<file path="src/rtl/rc_pkt_assembler.sv">
// Receive-side USB packet assembler: deserialises the CRC-checked bit stream into a
// PID byte and payload word, then classifies and flags the packet at end of packet.
module rc_pkt_assembler #(
  parameter int PAYLOAD_BITS = 64,
  parameter int CRC_BITS     = 16
) (
  input  logic                    clk,
  input  logic                    rst_n,
  input  logic                    s_in,
  input  logic                    s_valid,
  input  logic                    start_asm,
  input  logic                    end_asm,
  input  logic                    abort,
  input  logic                    rc_CRCerror,
  input  logic                    receive_data,
  input  logic                    receive_hshake,
  output logic [7:0]              pid,
  output logic [PAYLOAD_BITS-1:0] data,
  output logic                    pkt_valid,
  output logic                    pkt_ok,
  output logic                    pid_err,
  output logic                    len_err,
  output logic                    crc_err,
  output logic                    kind_err,
  output logic                    asm_busy
);

  localparam int DATA_LEN = 8 + PAYLOAD_BITS + CRC_BITS;
  localparam int DIDX_W   = $clog2(PAYLOAD_BITS);

  localparam logic [7:0] PID_DATA0 = 8'hC3;
  localparam logic [7:0] PID_DATA1 = 8'h4B;
  localparam logic [7:0] PID_ACK   = 8'hD2;
  localparam logic [7:0] PID_NAK   = 8'h5A;
  localparam logic [7:0] PID_STALL = 8'h1E;

  typedef enum logic [1:0] {
    S_IDLE,
    S_PID,
    S_BODY
  } state_t;

  state_t                  state;
  logic [6:0]              bit_cnt;

  logic                    accept;
  logic [6:0]              cnt_nxt;
  logic [7:0]              pid_nxt;
  logic [PAYLOAD_BITS-1:0] data_nxt;
  logic [DIDX_W-1:0]       data_idx;

  logic                    is_data;
  logic                    is_hshake;
  logic                    pid_bad;
  logic                    len_bad;
  logic                    crc_bad;
  logic                    kind_bad;

  assign accept   = s_valid && (state != S_IDLE);
  assign data_idx = DIDX_W'(bit_cnt - 7'd8);

  // Post-acceptance view of the packet, so a bit landing together with end_asm
  // is included in the end-of-packet evaluation.
  always_comb begin
    // NOTE: every always_comb output gets a default first so no path infers a latch.
    cnt_nxt  = bit_cnt;
    pid_nxt  = pid;
    data_nxt = data;
    if (accept) begin
      if (bit_cnt < 7'd8)
        pid_nxt[bit_cnt[2:0]] = s_in;
      else if (bit_cnt < 7'(8 + PAYLOAD_BITS))
        data_nxt[data_idx] = s_in;
      if (bit_cnt != 7'd127)
        cnt_nxt = bit_cnt + 7'd1;
    end
  end

  always_comb begin
    is_data   = (pid_nxt == PID_DATA0) || (pid_nxt == PID_DATA1);
    is_hshake = (pid_nxt == PID_ACK) || (pid_nxt == PID_NAK) || (pid_nxt == PID_STALL);
    pid_bad   = (pid_nxt[7:4] != ~pid_nxt[3:0]) || !(is_data || is_hshake);
    len_bad   = pid_bad
             || (is_data   && (cnt_nxt != 7'(DATA_LEN)))
             || (is_hshake && (cnt_nxt != 7'd8));
    crc_bad   = rc_CRCerror && is_data;
    kind_bad  = !pid_bad && ((is_data && !receive_data) || (is_hshake && !receive_hshake));
  end

  // NOTE: sequential state uses non-blocking assignments so every register samples
  // pre-edge values regardless of statement order.
  always_ff @(posedge clk or negedge rst_n) begin
    if (!rst_n) begin
      state     <= S_IDLE;
      bit_cnt   <= '0;
      pid       <= '0;
      data      <= '0;
      pkt_valid <= 1'b0;
      pkt_ok    <= 1'b0;
      pid_err   <= 1'b0;
      len_err   <= 1'b0;
      crc_err   <= 1'b0;
      kind_err  <= 1'b0;
      asm_busy  <= 1'b0;
    end else begin
      pkt_valid <= 1'b0;
      pkt_ok    <= 1'b0;
      if (start_asm) begin
        // A start always wins: any packet in flight is dropped silently.
        state    <= S_PID;
        bit_cnt  <= '0;
        pid      <= '0;
        data     <= '0;
        pid_err  <= 1'b0;
        len_err  <= 1'b0;
        crc_err  <= 1'b0;
        kind_err <= 1'b0;
        asm_busy <= 1'b1;
      end else if (state != S_IDLE) begin
        bit_cnt <= cnt_nxt;
        pid     <= pid_nxt;
        data    <= data_nxt;
        if (abort) begin
          state    <= S_IDLE;
          asm_busy <= 1'b0;
        end else if (end_asm) begin
          state     <= S_IDLE;
          asm_busy  <= 1'b0;
          pkt_valid <= 1'b1;
          pkt_ok    <= !(pid_bad || len_bad || crc_bad || kind_bad);
          pid_err   <= pid_bad;
          len_err   <= len_bad;
          crc_err   <= crc_bad;
          kind_err  <= kind_bad;
        end else if ((state == S_PID) && accept && (bit_cnt == 7'd7)) begin
          state <= S_BODY;
        end
      end
    end
  end

endmodule

</file>
<file path="config.mk">
export PLATFORM = sky130hd
export DESIGN_NAME = rc_pkt_assembler
export DESIGN_NICKNAME = d
export VERILOG_FILES = /design/src/rtl/rc_pkt_assembler.sv
export SDC_FILE = /design/constraint.sdc
export NUM_CORES = 1
export LEC_CHECK = 0
export CORE_MARGIN = 1.5
export CORE_UTILIZATION = 58
export CTS_BUF_LIST = sky130_fd_sc_hd__clkbuf_8
export DETAILED_ROUTE_END_ITERATION = 8
export GPL_ROUTABILITY_DRIVEN = 1
export GPL_TIMING_DRIVEN = 0
export PLACE_DENSITY = 0.88
export SLEW_MARGIN = 20
export SYNTH_ARGS = -nofsm -noshare
export SYNTH_HDL_FRONTEND = slang
export SYNTH_SLANG_ARGS = --single-unit
</file>
<file path="constraint.sdc">
create_clock -name clk -period 4 [get_ports clk]
set_input_delay 0.8 -clock clk [delete_from_list [all_inputs] [get_ports clk]]
set_output_delay 0.8 -clock clk [all_outputs]
set_load 0.1 [all_outputs]
</file>
==> results of run 1 <==
[per-stage QoR]
step	area, um2	total power [mW]	setup TNS (ns)
2_1_floorplan	4610	1.00	0
3_3_place_gp	5610	1.06	-84.92
3_5_place_dp	5640	1.07	0
4_1_cts	5880	1.80	0
5_1_grt	5880	1.85	0
6_report	5880	1.81	0
[registers in the layout, indices dropped and copies added (netlist names)]
| register | count |
|---|---|
| asm_busy | 1 |
| bit_cnt | 7 |
| crc_err | 1 |
| data | 64 |
| kind_err | 1 |
| len_err | 1 |
| pid | 8 |
| pid_err | 1 |
| pkt_ok | 1 |
| pkt_valid | 1 |
| state | 2 |
[metal layers]
metal | share of wire [%] | routed length (um) | vias up | global-route usage (%)
met5 | 0 | 0 | - | 0
met4 | 3.0 | 387 | 0 | 12.9
met3 | 6.8 | 886 | 43 | 3.73
met2 | 50 | 6520 | 253 | 53.8
met1 | 41 | 5320 | 2293 | 42.5
li1 | - | - | 2091 | -
[power breakdown]
group	internal [mW]	total, mW	switching, mW	leakage [nW]
registers	0.895	0.902	0.00689	1.22
logic	0.0389	0.150	0.111	0.892
clock network	0.417	0.754	0.337	0.122
total	1.35	1.81	0.455	2.23
[cells in the final DEF, fill, tap and decap left out, types with 3 or more instances in the layout]
master and instances:
dfrtp_1 88, clkdlybuf4s50_1 87, nand2_1 82, a21oi_1 69, nand3_1 43, or3_1 37
o21ai_0 35, nor2_1 34, clkbuf_1 24, mux2i_1 10, buf_2 9, xnor2_1 9
clkbuf_8 9, inv_1 8, nand4_1 8, nor2b_1 6, nand2b_1 5, xor2_1 5
a31oi_1 3, nor4_1 3, a31o_2 3, nor3_1 3, nor4_2 3, ha_1 3
bufinv_16 3
[worst max-delay path by stage]
stage | from | end | slack, ns | cells after the start
after global routing | bit_cnt[3] | pkt_ok | 0.63 | 8
after global placement | rst_n | pid[1] | -0.97 | 1
after CTS | bit_cnt[3] | pkt_ok | 0.83 | 8
final | bit_cnt[3] | pkt_ok | 0.77 | 8
after detailed placement | s_valid | data[34] | 0.73 | 7
after floorplan | bit_cnt[3] | len_err | 1.37 | 8
[layout make-up]
cell class / count / area, um2
buffer: 35 / 143
clock buffer: 9 / 124
clock inverter: 7 / 119
fill: 568 / 1810
inverter: 7 / 26.3
multi-input combinational: 400 / 2230
sequential: 88 / 2200
tap: 102 / 128
timing repair buffer: 89 / 906
[kinds of logic (layout without fill, tap and decap cells)]
kind of cell | Yosys count | in the layout
XOR/XNOR | 14 | 14
flip-flops | 88 | 88
AND/OR/NAND/NOR | 237 | 237
buffers and inverters | 42 | 147
adder cells (fa/ha/maj) | 3 | 3
multiplexers | 10 | 10
AO/OA/AOI/OAI | 136 | 136
==> impl_metrics.py, run 1 <==
metrics = {
    "run_status": {
        "status": "finished, final reports clean",
    },
    "grt": {
        "grt_pass1_wl_mm": 21.4,
        "antenna_found_initial": 0,
        "overflow": 0,
        "grt_pass1_vias": 4315,
        "grt_start_max_net_pins": 50,
        "track_usage_pct": 32.1,
    },
    "yosys": {
        "syn-cell-area_mm2": 0.00461,
        "async_reset_ff_share_pct": 100,
        "synth_top_family_by_area": "simple AND/OR/NAND/NOR gates",
        "yosys.cell_count.top_type": "dfrtp_1",
        "synth_ff_type": "dfrtp_1",
        "synth_fa_ha_area_share_pct": 0.815,
        "synthSimpleGateAreaFrac_pct": 25.7,
        "syn_area_per_cell_um2": 8.69,
        "syn_inst": 530,
        "synth_area_leaders": "dfrtp_1 (48%), a21oi_1 (7.5%), nand2_1 (6.7%)",
        "yosysUniqueCellTypes": 52,
        "synth_top_area_share_pct": 47.8,
        "seq_area_frac_synth_pct": 47.8,
        "synthTopCellsByCount": "dfrtp_1 (88), nand2_1 (82), a21oi_1 (69), nand3_1 (43), or3_1 (37)",
        "synth-edff-count": 0,
        "synth_fp_nets": 543,
        "ys_ff_latch": 88,
        "yosys.area.top_type": "dfrtp_1",
        "synth-xor-area-share_pct": 2.66,
        "synth.area.mux_share_pct": 2.17,
        "synth_warnings": 0,
        "synth_compound_area_share_pct": 17.2,
    },
    "worst_setup_path": {
        "slowest_delay_ns": 0.52,
        "worstRegToRegCells": 8,
        "crit_path_frequent_cell": "or3_1",
        "reg2reg_slack_ns": 0.77,
        "cpLargestDelayFamily": "simple AND/OR/NAND/NOR gates",
        "worstPathRequired_ns": 4.26,
        "critPathMaxFanout": 8,
        "path_buf_inv": 1,
        "end_kind": "register",
        "cp_cell_sequence": "inv_1 -> ha_1 -> nor3b_2 -> nand4_1 -> mux2i_1 -> or3_1 -> or3_1 -> a221oi_1",
        "worst_path_max_delay_cell": "nor3b_2",
        "startpoint_type": "register",
        "reg2reg_from": "bit_cnt[3]",
        "crit_type": "register to register",
        "r2r-end": "pkt_ok",
        "crit_arrival_ns": 3.49,
    },
    "clock_network": {
        "htree_levels": 3,
        "cts_tree": "yes",
        "clk_latency_ns": 0.36,
        "cts_made_buffers": 9,
        "cts.clk_slew.worst_paths_ns": 0.09,
        "cts_resized": 0,
        "root_buffer": "clkbuf_8",
        "cts_setup_buffers": 0,
        "ctsHoldBuffers": 0,
        "clockBufferDepth": 2,
        "clock-sinks": 88,
    },
    "finish": {
        "utilization_pct": 76.5,
        "area_growth_syn_to_layout_pct": 27.7,
        "antennaDiodeCount": 0,
        "final_nets": 643,
        "stdcell_count": 737,
        "drive_gt1_share_pct": 6.14,
    },
    "power_and_ir_drop": {
        "vdd_drop_max_uv": 183,
        "pwr_density_cell_mw_per_mm2": 307,
        "p_leak_nw": 2.23,
    },
    "sta": {
        "timing.hold.ws_ns": 0.413,
        "finalSetupViolCount": 0,
        "worst_pin_slew_ns": 0.993,
        "min_period_ns": 3.23,
        "hold_viol": 0,
        "maxSlewHeadroom_pct": 33.6,
        "rsz0062_at_grt": "false",
        "period_share_pct": 80.9,
        "final.setup_skew_ns": 0.0118,
        "drv_slew": 0,
        "layout_setup_ws_ns": 0.766,
        "clock.fmax_ghz": 0.309,
    },
    "routing": {
        "viasPerCell": 6.35,
        "ant_nets": 0,
        "drtPass1Iterations": 5,
        "wl_per_cell_um": 17.8,
        "vias": 4680,
        "drc": 0,
        "initialDrtViolationCount": 380,
        "totalWireLength_mm": 13.1,
    },
    "flow_run": {
        "maxCapViolations": 0,
    },
    "placed_design": {
        "placed_cells": 721,
        "dp_hpwl_mm": 9.31,
        "gp_congestion": 0.922,
        "pre_cts_slack_ns": 0.728,
        "port-buffer-count": 88,
    },
    "min_path": {
        "min_path_type": "input port to async pin",
    },
    "die": {
        "die_area_mm2": 0.00848,
        "start_util_pct": 59.9,
        "core_area_mm2": 0.00769,
        "row_count": 32,
        "io_pins": 89,
        "die_y_um": 92.1,
        "dieWidth_um": 92.1,
    },
}
Power figures use the tool's default switching activity.
==> run 2, diff against run 1 <==
--- a/config.mk
+++ b/config.mk
@@ -6,12 +6,12 @@
 export NUM_CORES = 1
 export LEC_CHECK = 0
 export CORE_MARGIN = 1.5
-export CORE_UTILIZATION = 58
+export CORE_UTILIZATION = 54
 export CTS_BUF_LIST = sky130_fd_sc_hd__clkbuf_8
 export DETAILED_ROUTE_END_ITERATION = 8
 export GPL_ROUTABILITY_DRIVEN = 1
 export GPL_TIMING_DRIVEN = 0
-export PLACE_DENSITY = 0.88
+export PLACE_DENSITY = 0.83
 export SLEW_MARGIN = 20
 export SYNTH_ARGS = -nofsm -noshare
 export SYNTH_HDL_FRONTEND = slang
==> constraint.sdc (replaced) <==
create_clock -name clk -period 3.06 [get_ports clk]
set_input_delay 0.612 -clock clk [delete_from_list [all_inputs] [get_ports clk]]
set_output_delay 0.612 -clock clk [all_outputs]
set_load 0.1 [all_outputs]
==> run 2 against run 1 <==
Against the previous run:
- sequential share of layout area grew 0.13 points
- count of clock-buffer cells in the layout up 1
- final cell count is 0.68% higher
- maximum frequency grew 8.3%
- critical path depth unchanged
- final area down 0.34%
- core utilization down 5.5 points
- worst setup slack worse by 0.69 ns
- sequential cell count is the same
- global-route usage decreased by 1.5 points
- critical endpoint is now data[39]
- largest cell class unchanged
- largest power group unchanged
==> impl_metrics.py, run 2 (same netlist as run 1, synthesis figures left out) <==
metrics = {
    "sta": {
        "maxSlewHeadroom_pct": 33.9,
        "hold_viol": 0,
        "min_period_ns": 2.99,
        "finalSetupTns_ns": 0,
        "worst_pin_slew_ns": 0.988,
        "clock.fmax_ghz": 0.335,
        "drv_slew": 0,
        "period_share_pct": 97.6,
        "final.setup_skew_ns": 0.0135,
        "rsz0062_at_grt": "true",
        "finalSetupViolCount": 0,
    },
    "finish": {
        "largest-register": "data",
        "antennaDiodeCount": 0,
        "final_area_mm2": 0.00586,
        "largestRegisters": "data (64), pid (8), bit_cnt (7)",
        "final_common_cell": "dfrtp_1",
        "nFillCells": 664,
        "largest_reg_flops": 64,
        "final_nets": 646,
        "drive_gt1_share_pct": 6.75,
        "area_growth_syn_to_layout_pct": 27.3,
        "final_cell_mix": "dfrtp_1 (88), clkdlybuf4s50_1 (87), nand2_1 (82)",
        "utilization_pct": 71.0,
    },
    "power_and_ir_drop": {
        "netSwitchingFraction_pct": 26.7,
        "p_int_mw": 1.61,
        "report.power.total_mw": 2.20,
        "vdd_drop_max_uv": 234,
        "power.switching_mw": 0.589,
        "pwr_density_cell_mw_per_mm2": 376,
        "p_comb_share_pct": 8.7,
        "clkPwrFrac_pct": 37.8,
        "p_leak_nw": 2.23,
        "pwr-share-seq_pct": 53.5,
    },
    "die": {
        "die_area_mm2": 0.00909,
        "die_y_um": 95.4,
        "core_area_mm2": 0.00826,
        "row_count": 33,
        "io_pins": 89,
        "dieWidth_um": 95.4,
        "start_util_pct": 55.8,
    },
    "clock_network": {
        "clock-sinks": 88,
        "htree_levels": 3,
        "clk_latency_ns": 0.37,
        "root_buffer": "clkbuf_8",
        "cts_tree": "yes",
        "cts.clk_slew.worst_paths_ns": 0.09,
        "clockBufferDepth": 2,
        "cts_made_buffers": 9,
    },
    "worst_setup_path": {
        "crit_arrival_ns": 3.27,
        "critPathMaxFanout": 10,
        "startpoint_type": "register",
        "worst_path_max_delay_cell": "nor3_1",
        "crit_start": "bit_cnt[3]",
        "crit_type": "register to register",
        "cp_cell_sequence": "inv_1 -> ha_2 -> nand2b_1 -> xnor2_1 -> nor3_1 -> clkbuf_1 -> nand3_1 -> a21oi_1",
        "end_kind": "register",
        "slowest_delay_ns": 0.78,
        "worstPathRequired_ns": 3.35,
        "reg2reg_from": "bit_cnt[3]",
    },
    "grt": {
        "grt_start_max_net_pins": 50,
        "track_usage_pct": 30.6,
        "grt_pass1_wl_mm": 21.3,
        "overflow": 0,
        "grt_pass1_vias": 4236,
        "antenna_found_initial": 0,
    },
    "min_path": {
        "min_path_type": "input port to async pin",
    },
    "flow_run": {
        "maxCapViolations": 0,
    },
    "routing": {
        "initialDrtViolationCount": 368,
        "viasPerCell": 6.10,
        "drtPass1Iterations": 5,
        "wl_per_cell_um": 17.8,
        "drc": 0,
        "vias": 4527,
        "totalWireLength_mm": 13.2,
        "ant_nets": 0,
    },
    "placed_design": {
        "port-buffer-count": 88,
        "dpl-instance-area_mm2": 0.00564,
        "gp_congestion": 0.913,
        "dp_hpwl_mm": 9.16,
    },
    "run_status": {
        "status": "finished, final reports clean",
    },
}
==> run 2: cell count changes in the layout (fill, tap and decap cells not counted), moves of 2 or more <==
cell,delta
buf_4,+3
bufinv_16,-2
clkinv_2,+2
clkinv_4,+2
inv_6,-2
==> run 2: what timing repair did <==
| action | 4_1_cts | 5_1_grt |
|---|---|---|
| gates resized for setup | 1 | 1 |
| setup buffers | 3 | 0 |
| setup endpoints to repair | 2 | 25 |
| hold buffers | 0 | 0 |
| cloned | 0 | 0 |
==> run 2: worst paths after layout <==
check / slack (ns) / endpoint / cells after the start
min in group clk: 0.48 / asm_busy / 1
setup reg to reg: 0.07 / data[39] / 8
max in group asynchronous: 2.15 / state[1] / 2
hold reg to reg: 0.48 / asm_busy / 1
setup / recovery: 0.07 / data[39] / 8
hold / removal: 0.26 / data[48] / 1
==> run 2: per-layer routing <==
metal	up-vias	share of wire [%]	GRT usage, %
met3	25	8.4	5.34
met2	219	47	48.8
met1	2197	43	42.2
met4	0	1.9	10.2
met5	-	0	0
li1	2086	-	-
==> run 2: critical path, delay by kind of cell (launching register included) <==
family | cells | cell delay, ns
AND/OR/NAND/NOR | 3 | 1.08
buffers and inverters | 2 | 0.66
flip-flops | 1 | 0.44
adder cells (fa/ha/maj) | 1 | 0.30
XOR/XNOR | 1 | 0.25
AO/OA/AOI/OAI | 1 | 0.17
==> run 2: cell type report <==
type | instances | area [um2] | area share, %
Clock buffer | 10 | 138 | 2.35
Buffer | 35 | 143 | 2.43
Clock inverter | 5 | 57.6 | 0.982
Multi-Input combinational cell | 400 | 2240 | 38.3
Sequential cell | 88 | 2200 | 37.6
Timing Repair Buffer | 92 | 921 | 15.7
Inverter | 7 | 26.3 | 0.448
Tap cell | 105 | 131 | 2.24
==> run 2: power by group through the flow <==
stage / Clock, mW / Combinational (mW) / Sequential [mW]
2_1_floorplan: 0 / 0.0768 / 1.23
3_3_place_gp: 0 / 0.184 / 1.20
3_5_place_dp: 0 / 0.191 / 1.20
4_1_cts: 0.832 / 0.191 / 1.18
5_1_grt: 0.885 / 0.208 / 1.18
6_report: 0.833 / 0.193 / 1.18
==> run 2: metrics by stage <==
| stage | setup slack (ns) | std cells | hold WS (ns) |
|---|---|---|---|
| global placement | -1.74 | 723 | 0.463 |
| finish | 0.0738 | 742 | 0.263 |
| global route | -0.108 | 742 | 0.313 |
| detailed placement | -0.125 | 724 | 0.469 |
| floorplan | 0.431 | 530 | 0.316 |
| CTS | 0.0315 | 742 | 0.287 |
==> run 3, diff against run 2 <==
--- a/config.mk
+++ b/config.mk
@@ -5,6 +5,7 @@
 export SDC_FILE = /design/constraint.sdc
 export NUM_CORES = 1
 export LEC_CHECK = 0
+export CORE_ASPECT_RATIO = 0.75
 export CORE_MARGIN = 1.5
 export CORE_UTILIZATION = 54
 export CTS_BUF_LIST = sky130_fd_sc_hd__clkbuf_8
==> run 3 against run 2 <==
Against the previous run:
- via count increased by 2.0%
- combinational power about the same
- maximum frequency increased by 0.78%
- critical endpoint is now data[10]
==> impl_metrics.py, run 3 (same netlist as run 1, synthesis figures left out) <==
metrics = {
    "run_status": {
        "status": "finished, final reports clean",
    },
    "sta": {
        "period_share_pct": 96.8,
        "min_period_ns": 2.96,
        "layout_setup_ws_ns": 0.0970,
        "rsz0062_at_grt": "true",
        "clock.fmax_ghz": 0.337,
        "maxSlewHeadroom_pct": 33.6,
        "hold_viol": 0,
        "final.setup_skew_ns": 0.00524,
        "finalSetupTns_ns": 0,
        "finalSetupViolCount": 0,
        "drv_slew": 0,
        "worst_pin_slew_ns": 0.993,
    },
    "placed_design": {
        "dpl-instance-area_mm2": 0.00564,
        "gp_congestion": 0.955,
        "port-buffer-count": 88,
        "pre_cts_slack_ns": -0.154,
        "dp_hpwl_mm": 9.58,
    },
    "finish": {
        "final_common_cell": "dfrtp_1",
        "area_growth_syn_to_layout_pct": 26.9,
        "largest-register": "data",
        "utilization_pct": 72.2,
        "drive_gt1_share_pct": 6.91,
        "largestRegisters": "data (64), pid (8), bit_cnt (7)",
        "largest_reg_flops": 64,
        "antennaDiodeCount": 0,
        "final_nets": 645,
        "final_area_mm2": 0.00585,
        "final_cell_mix": "dfrtp_1 (88), clkdlybuf4s50_1 (87), nand2_1 (82)",
    },
    "flow_run": {
        "maxCapViolations": 0,
    },
    "grt": {
        "track_usage_pct": 31.2,
        "overflow": 0,
        "grt_pass1_vias": 4385,
        "grt_start_max_net_pins": 50,
        "antenna_found_initial": 0,
        "grt_pass1_wl_mm": 22.2,
    },
    "clock_network": {
        "htree_levels": 3,
        "cts_made_buffers": 9,
        "root_buffer": "clkbuf_8",
        "clock-sinks": 88,
        "clockBufferDepth": 2,
        "cts.clk_slew.worst_paths_ns": 0.09,
        "cts_tree": "yes",
        "clk_latency_ns": 0.36,
    },
    "routing": {
        "totalWireLength_mm": 13.4,
        "drc": 0,
        "initialDrtViolationCount": 510,
        "wl_met2_mm": 6.16,
        "wl_met3_mm": 1.48,
        "drt-met1-wl_mm": 5.67,
        "ant_nets": 0,
        "top_layer": "met4",
        "viasPerCell": 6.22,
        "vias": 4616,
        "wl_per_cell_um": 18.1,
        "drtPass1Iterations": 5,
    },
    "power_and_ir_drop": {
        "report.power.total_mw": 2.13,
        "vdd_drop_max_uv": 241,
        "pwr_density_cell_mw_per_mm2": 365,
        "p_leak_nw": 2.21,
    },
    "worst_setup_path": {
        "worstRegToRegCells": 9,
        "crit_type": "register to register",
        "reg2reg_slack_ns": 0.1,
        "startpoint_type": "register",
        "reg2reg_from": "bit_cnt[3]",
        "critPathMaxFanout": 10,
        "crit_arrival_ns": 3.19,
        "end_kind": "register",
        "r2r-end": "data[10]",
        "worstPathRequired_ns": 3.29,
    },
    "die": {
        "start_util_pct": 56.9,
        "core_area_mm2": 0.00809,
        "io_pins": 89,
        "die_y_um": 83.0,
        "row_count": 28,
        "dieWidth_um": 110,
        "die_area_mm2": 0.00910,
    },
    "min_path": {
        "min_path_type": "input port to async pin",
    },
}
-- run 3: changes by cell type in the layout (fill, tap and decap cells not counted) --
cell	change
buf_12	-1
buf_16	+1
buf_4	-1
bufinv_16	-1
clkinv_4	-2
clkinvlp_4	+2
inv_1	-1
inv_2	+1
inv_6	+2
-- run 3: stage by stage --
step	hold WS, ns	instances
finish	0.221	742
global route	0.271	742
CTS	0.241	742
detailed placement	0.479	724
global placement	0.467	723
floorplan	0.316	530
-- run 3: routing by layer --
layer	vias up	global-route usage, %
met5	-	0
met4	0	7.44
met3	17	8.08
met2	285	45.9
met1	2229	46.1
li1	2085	-
-- run 3: repair_timing --
action,4_1_cts,5_1_grt
endpoints found under the hold margin,0,0
gates cloned,0,0
endpoints found under the setup margin,2,34
hold buffers,0,0
setup buffers,2,0
resized for setup,1,2
-- run 3: worst max path at each step --
stage	start	endpoint	slack, ns	cells past startpoint
4_1_cts	bit_cnt[3]	data[10]	0.02	9
3_3_place_gp	rst_n	pkt_valid	-1.78	1
6_report	bit_cnt[3]	data[10]	0.1	9
5_1_grt	bit_cnt[3]	data[10]	-0.06	9
2_1_floorplan	bit_cnt[3]	len_err	0.43	8
3_5_place_dp	s_valid	data[10]	-0.15	8
-- run 3: cell type report --
type | count | area [um2]
Fill cell | 632 | 2250
Multi-Input combinational cell | 400 | 2240
Timing Repair Buffer | 91 | 921
Clock inverter | 6 | 42.5
Sequential cell | 88 | 2200
Clock buffer | 10 | 138
Inverter | 7 | 26.3
Buffer | 35 | 143
Tap cell | 105 | 131
-- run 3: critical path: stages, from the launching register on --
cell	delay, ns
dfrtp_1	0.46
inv_2	0.14
ha_2	0.28
nand2b_1	0.12
xnor2_1	0.27
nor4_2	0.78
clkbuf_1	0.50
nand2_1	0.12
nand2_1	0.09
a21oi_1	0.06
-- run 3: power by group --
part	total, mW	switching, mW	internal (mW)
combinational	0.196	0.145	0.0508
sequential	1.18	0.00892	1.17
clock	0.760	0.440	0.320
